--- config.mk ---
export PLATFORM = sky130hd
export DESIGN_NAME = demux_1x4_reg
export DESIGN_NICKNAME = d
export VERILOG_FILES = /design/src/rtl/demux_1x4_reg.sv
export SDC_FILE = /design/constraint.sdc
export NUM_CORES = 1
export LEC_CHECK = 0
export CORE_ASPECT_RATIO = 1.1
export CORE_MARGIN = 2
export CORE_UTILIZATION = 44
export DETAILED_ROUTE_END_ITERATION = 10
export PLACE_DENSITY = 0.91
export SETUP_SLACK_MARGIN = 0.15
export SLEW_MARGIN = 0
export SYNTH_ARGS = -nofsm -noshare
export SYNTH_HDL_FRONTEND = slang
export SYNTH_SLANG_ARGS = --single-unit
--- constraint.sdc ---
create_clock -name clk -period 2.2 [get_ports clk]
set_input_delay 0.44 -clock clk [delete_from_list [all_inputs] [get_ports clk]]
set_output_delay 0.44 -clock clk [all_outputs]
set_load 0.02 [all_outputs]
--- src/rtl/demux_1x4_reg.sv ---
// Registered 1-to-NUM_OUT demultiplexer with a one-entry valid/ready holding register per lane.
// Optional round-robin lane selection (in_sel ignored, sel_ptr exposed) when DEMUX_AUTO_SEL_EN is defined.
module demux_1x4_reg #(
    parameter int DATA_WIDTH = 4,
    parameter int SEL_WIDTH  = 2,
    localparam int NUM_OUT   = 2 ** SEL_WIDTH
) (
    input  logic                          clk,
    input  logic                          rst_n,
    input  logic [DATA_WIDTH-1:0]         in_data,
    input  logic [SEL_WIDTH-1:0]          in_sel,
    input  logic                          in_valid,
    output logic                          in_ready,
    output logic [NUM_OUT*DATA_WIDTH-1:0] out_data,
    output logic [NUM_OUT-1:0]            out_valid,
    input  logic [NUM_OUT-1:0]            out_ready,
`ifdef DEMUX_AUTO_SEL_EN
    output logic [SEL_WIDTH-1:0]          sel_ptr,
`endif
    output logic                          busy
);

    logic [DATA_WIDTH-1:0] data_p1 [NUM_OUT];
    logic [NUM_OUT-1:0]    vld_p1;
    logic [SEL_WIDTH-1:0]  lane_sel;
    logic                  accept;

`ifdef DEMUX_AUTO_SEL_EN
    logic [SEL_WIDTH-1:0]  ptr;
    logic                  in_sel_unused;

    // Lane choice comes from the round-robin pointer; in_sel is intentionally dropped.
    assign in_sel_unused = ^in_sel;
    assign lane_sel      = ptr;
    assign sel_ptr       = ptr;

    always_ff @(posedge clk) begin
        if (!rst_n) begin
            ptr <= '0;
        end else if (accept) begin
            ptr <= ptr + SEL_WIDTH'(1);
        end
    end
`else
    assign lane_sel = in_sel;
`endif

    // A full lane can still accept when its consumer drains it in the same cycle.
    assign in_ready = rst_n & (~vld_p1[lane_sel] | out_ready[lane_sel]);
    assign accept   = in_valid & in_ready;

    // Stage p0 -> p1: per-lane holding registers
    always_ff @(posedge clk) begin
        if (!rst_n) begin
            vld_p1 <= '0;
            for (int k = 0; k < NUM_OUT; k++) begin
                data_p1[k] <= '0;
            end
        end else begin
            for (int k = 0; k < NUM_OUT; k++) begin
                if (accept && (lane_sel == SEL_WIDTH'(k))) begin
                    data_p1[k] <= in_data;
                    vld_p1[k]  <= 1'b1;
                end else if (out_ready[k]) begin
                    vld_p1[k]  <= 1'b0;
                end
            end
        end
    end

    for (genvar g = 0; g < NUM_OUT; g++) begin : g_lane
        assign out_data[g*DATA_WIDTH +: DATA_WIDTH] = data_p1[g];
    end

    assign out_valid = vld_p1;
    assign busy      = |vld_p1;

endmodule

==> flow_summary.toml, run 1 <==
[status]
outcome = "finished clean"

[finish]
regArea_sq_um = 560.5
fin_util_pct = 69.72
multiInputGateArea_sq_um = 267.8
antennaDiodeCount = 0
drive_above_1_share_pct = 13.39
stdcell_count = 130
stdcell_area_sq_um = 1256
final_nets = 126
areaGrowthSynthToFinish_pct = 47.43
fill_cells = 132

[synth]
ys_async_sr_fraction_pct = 0
ys_seq_area_share_pct = 65.79
synth_most_common_cell = "nor2_1"
synth_edf_count = 16
synth_cell_types = 21
synth_flop_cell = "edfxtp_1"
syn_nets = 84
synth_area_sq_um = 852.1
synth_cells = 71
yosys_warnings = 0
synthTopCellsByCount = "nor2_1, edfxtp_1, nand2_1, nand3_1, dfxtp_1"
yosysTopAreaCell = "edfxtp_1"
synth_area_leaders = "edfxtp_1, dfxtp_1, nor2_1"
avgSynthCellArea_sq_um = 12.00
ys_ff_latch = 20
synth.top_cell.area_share_pct = 56.39

[run]
drv_cap = 0

[die]
die_y_microns = 50.16
die_x_microns = 45.96
rows = 16
core_area_sq_um = 1802
dieArea_sq_um = 2305
start_util_pct = 47.29
ios = 35

[route]
dr_total_vias = 696
firstDrtPassIters = 4
drc_errors = 0
drt_iter0_markers = 35
drt-vias-per-instance = 5.354
drt-total-wl_microns = 1853
ant_nets = 0
wl_per_cell_microns = 14.25

[power_and_ir_drop]
p_per_area_nw_per_um2 = 586.5
p_comb_share_pct = 18.2
p_int_uw = 557.2
power_switching_uw = 179.6
p_seq_share_pct = 58.5
vdd_ir_drop_max_mv = 0.3634
power.share.clock_pct = 23.3
switching_share_pct = 24.37
p_leak_nw = 0.4780

[cts]
clock_path_buffers = 2
cts_max_level = 1
cts_hold_buf = 0
clock_latency_ps = 300
path_clk_slew_ps = 110
root_buffer = "clkbuf_4"
cts_made_buffers = 3
cts_tree = "done"
post_cts_buffers = 0
cts_resized = 3
cts_sinks = 20

[sta]
rsz0062_at_grt = "no"
worst_slew_pin_slew_ps = 358.5
fin_skew_ps = 9.373
hold_viol = 0
setup_viol = 0
slew_violations = 0
fmax_mhz = 512.8
period_share_pct = 88.64
fin_crit_ps = 1950
relSlewSlack_pct = 76.03

[grt]
grt_pass1_vias = 716
antenna_found_initial = 0
grt_pass1_wl_microns = 2987
grt_max_degree = 13
track_usage_pct = 18.30
grt.overflow.total = 0

[critical_path]
end_kind = "primary output"
start_kind = "input port"
critPathMaxFanout = 4
arrival_ps = 1510
worstSetupPathType = "in -> out"
required_ps = 1760

[placed_design]
dp.cells = 126
place.detailed.hpwl_microns = 1461
dpl-instance-area_sq_um = 1236
place.gp.congestion = 0.7795
portBuffers = 34

[worst_hold_path]
worstHoldPathType = "reg -> reg"
-- metal layers --
metal,part of all wire [%],wire [microns],up-vias,GRT usage (%)
li1,-,-,334,-
met2,53,990,53,28.94
met3,9.2,170,6,1.799
met4,2.5,46,0,13.81
met5,0,0,-,0
met1,35,645,303,22.04
-- cell families after synthesis --
family,share of synthesized area (%)
AO/OA/AOI/OAI,5.579
buffers and inverters,2.790
flip-flops,65.79
multiplexers,1.175
AND/OR/NAND/NOR,24.67
-- cell usage in the layout (no fill, tap or decap) --
cell type,count
nand2_1,7
buf_4,6
mux2i_1,1
a21boi_2,1
nand3_1,7
a21boi_1,3
clkbuf_4,3
nor2b_4,1
nand2b_1,3
clkdlybuf4s50_1,32
nand2b_2,1
buf_2,1
nor2_1,17
or4_1,1
clkinv_1,1
nand3_2,1
nand4bb_1,1
dlygate4sd2_1,1
dfxtp_1,4
o311ai_1,1
and2b_2,1
nand4_1,1
edfxtp_1,16
a21oi_1,1
-- sequential cells by signal, indices dropped and copies added (netlist names) --
name,cells
data_p1,16
out_valid,4
-- power groups by stage --
stage	logic, mW	clock network [mW]	registers, mW
final	0.134	0.172	0.431
after CTS	0.135	0.174	0.431
after detailed placement	0.136	0	0.440
after global placement	0.133	0	0.438
after floorplan	0.0437	0	0.461
after global routing	0.144	0.188	0.432
-- stage by stage --
| step | power [mW] | setup WS, ps | setup TNS (ps) | hold slack (ps) |
|---|---|---|---|---|
| after CTS | 0.7403 | 43.22 | 0 | 577.7 |
| final | 0.7368 | 249.9 | 0 | 577.9 |
| after global routing | 0.7639 | 182.0 | 0 | 639.0 |
| after global placement | 0.5714 | -184.3 | -184.3 | 561.5 |
| after floorplan | 0.5043 | 643.3 | 0 | 597.0 |
| after detailed placement | 0.5761 | -243.6 | -243.6 | 559.5 |
-- critical path, stage by stage --
cell and delay (ps):
clkdlybuf4s50_1 520, nand4bb_1 140, o311ai_1 100, a21oi_1 130, buf_2 180
-- final timing paths --
path | end | from | slack, ps | cells after the start
min reg2reg | out_valid[2] | out_valid[2] | 580 | 2
max reg2reg | data_p1[0][3] | out_valid[0] | 1050 | 4
max | in_ready | in_sel[0] | 250 | 5
min | out_valid[2] | out_valid[2] | 580 | 2
-- area by class of cell --
class	instances	share of cell area, %
Multi-Input combinational cell	48	21.31
Clock buffer	3	1.793
Tap cell	18	1.793
Timing Repair Buffer	40	30.18
Sequential cell	20	44.62
Clock inverter	1	0.2988
(Power assumes the default switching activity.)
==> run 2, diff against run 1 <==
CORE_UTILIZATION = 40   (was 44)
PLACE_DENSITY = 0.84   (was 0.91)
==> run 2 against run 1 <==
  * Clock skew is 7.4 ps lower
  * Clock power hardly changed
  * Flip-flop and latch count stayed put
  * Worst hold slack better by 13 ps
  * Die area is 9.1% higher
  * Wire length is 1.9% lower
  * Sequential share of layout area is 0.79 points lower
  * Critical path depth stayed put
  * Highest routed layer unchanged
==> flow_summary.toml, run 2 (synthesis results as in run 1) <==
[grt]
grt_pass1_vias = 685
grt.overflow.total = 0
antenna_found_initial = 0
grt_max_degree = 13
track_usage_pct = 16.02
grt_pass1_wl_microns = 2773

[power_and_ir_drop]
p_int_uw = 558.7
switching_share_pct = 24.36
power.share.clock_pct = 23.2
vdd_ir_drop_max_mv = 0.3788
p_leak_nw = 0.4837
power_switching_uw = 179.9
p_per_area_nw_per_um2 = 577.6
p_comb_share_pct = 18.5
p_seq_share_pct = 58.3

[die]
core_area_sq_um = 2021
die_y_microns = 52.41
dieArea_sq_um = 2516
start_util_pct = 42.17
die_x_microns = 48.01
rows = 17
ios = 35

[critical_path]
start_kind = "input port"
r2r_end = "data_p1[0][0]"
r2r_setup_slack_ps = 1070
required_ps = 1760
worstSetupPathType = "in -> out"
timing.rr.start = "out_valid[0]"
end_kind = "primary output"
critPathMaxFanout = 4
reg2reg_depth = 4
arrival_ps = 1500

[sta]
relSlewSlack_pct = 76.81
fin_skew_ps = 1.931
setup_viol = 0
hold_viol = 0
fin_crit_ps = 1944
worst_slew_pin_slew_ps = 346.8
rsz0062_at_grt = "no"
fmax_mhz = 514.5
slew_violations = 0
period_share_pct = 88.34

[cts]
path_clk_slew_ps = 110
cts_hold_buf = 0
clock_latency_ps = 290
cts_sinks = 20
root_buffer = "clkbuf_4"
cts_max_level = 1
cts_tree = "done"
cts_made_buffers = 3
post_cts_buffers = 0
clock_path_buffers = 2

[run]
drv_cap = 0

[finish]
largest_register = "data_p1"
final_cell_mix = "clkdlybuf4s50_1, nor2_1, edfxtp_1"
stdcell_count = 141
fin_util_pct = 63.28
areaGrowthSynthToFinish_pct = 50.07
final_nets = 127
final_common_cell = "clkdlybuf4s50_1"
drive_above_1_share_pct = 14.16
antennaDiodeCount = 0
largest_reg_flops = 16

[worst_hold_path]
hold_end = "out_valid[2]"
hp-start = "out_valid[2]"
worstHoldPathType = "reg -> reg"
holdPathStages = 2

[placed_design]
portBuffers = 34
dp.cells = 137
place.detailed.hpwl_microns = 1470
place.gp.congestion = 0.7470

[status]
outcome = "finished clean"

[route]
drc_errors = 0
drt-total-wl_microns = 1817
dr_total_vias = 710
drt_iter0_markers = 17
drt-vias-per-instance = 5.035
wl_per_cell_microns = 12.89
ant_nets = 0
firstDrtPassIters = 4
run 2: worst max-delay path, stage by stage:
cell and delay, ps:
clkdlybuf4s50_1 520, nand4bb_1 140, o311ai_1 100, a21oi_1 150, buf_4 160
run 2: cell type report:
cell class / instances / area [sq um]
clock buffers: 3 / 22.52
clock inverters: 1 / 3.754
fillers: 174 / 742.0
multi-input cells: 48 / 267.8
flip-flops and latches: 20 / 560.5
well taps: 28 / 35.03
repair buffers: 41 / 389.1
run 2: per-stage QoR:
stage | area [sq um] | hold slack (ps) | power [mW] | worst slack, ps | TNS [ps]
floorplan | 852.1 | 597.0 | 0.5043 | 643.3 | 0
global placement | 1256 | 573.2 | 0.5733 | -227.4 | -227.4
detailed placement | 1256 | 580.3 | 0.5778 | -262.9 | -262.9
CTS | 1281 | 601.3 | 0.7388 | 39.74 | 0
global route | 1279 | 643.6 | 0.7647 | 192.6 | 0
finish | 1279 | 591.0 | 0.7386 | 256.5 | 0
run 2: worst max path at each step:
stage	end	slack, ps	start
after detailed placement	in_ready	-260	in_sel[0]
after global routing	in_ready	190	in_sel[0]
final	in_ready	260	in_sel[0]
after CTS	in_ready	40	in_sel[0]
after floorplan	in_ready	640	in_sel[1]
after global placement	in_ready	-230	in_sel[0]
run 2: power groups by stage:
stage               registers (mW)  clock network (mW)  logic [mW]
floorplan                    0.461                   0      0.0437
global placement             0.439                   0       0.135
detailed placement           0.439                   0       0.138
CTS                          0.431               0.171       0.137
global route                 0.432               0.187       0.146
finish                       0.430               0.172       0.137
run 2: what timing repair did:
action,in CTS,in global routing
cloned,0,0
endpoints found under the setup margin,2,1
gates resized for setup,3,4
run 2: metal layers:
| metal | share of wire, % | GRT usage (%) | wire (microns) |
|---|---|---|---|
| met5 | 0 | 0 | 0 |
| met4 | 1.0 | 8.108 | 19 |
| met3 | 7.6 | 2.759 | 139 |
| met2 | 51 | 28.22 | 923 |
| met1 | 40 | 17.52 | 735 |
==> run 3, diff against run 2 <==
TNS_END_PERCENT = 10   (was unset)
==> results of run 3 <==
Same layout as run 2: the final DEF is identical, and so are final timing and power.
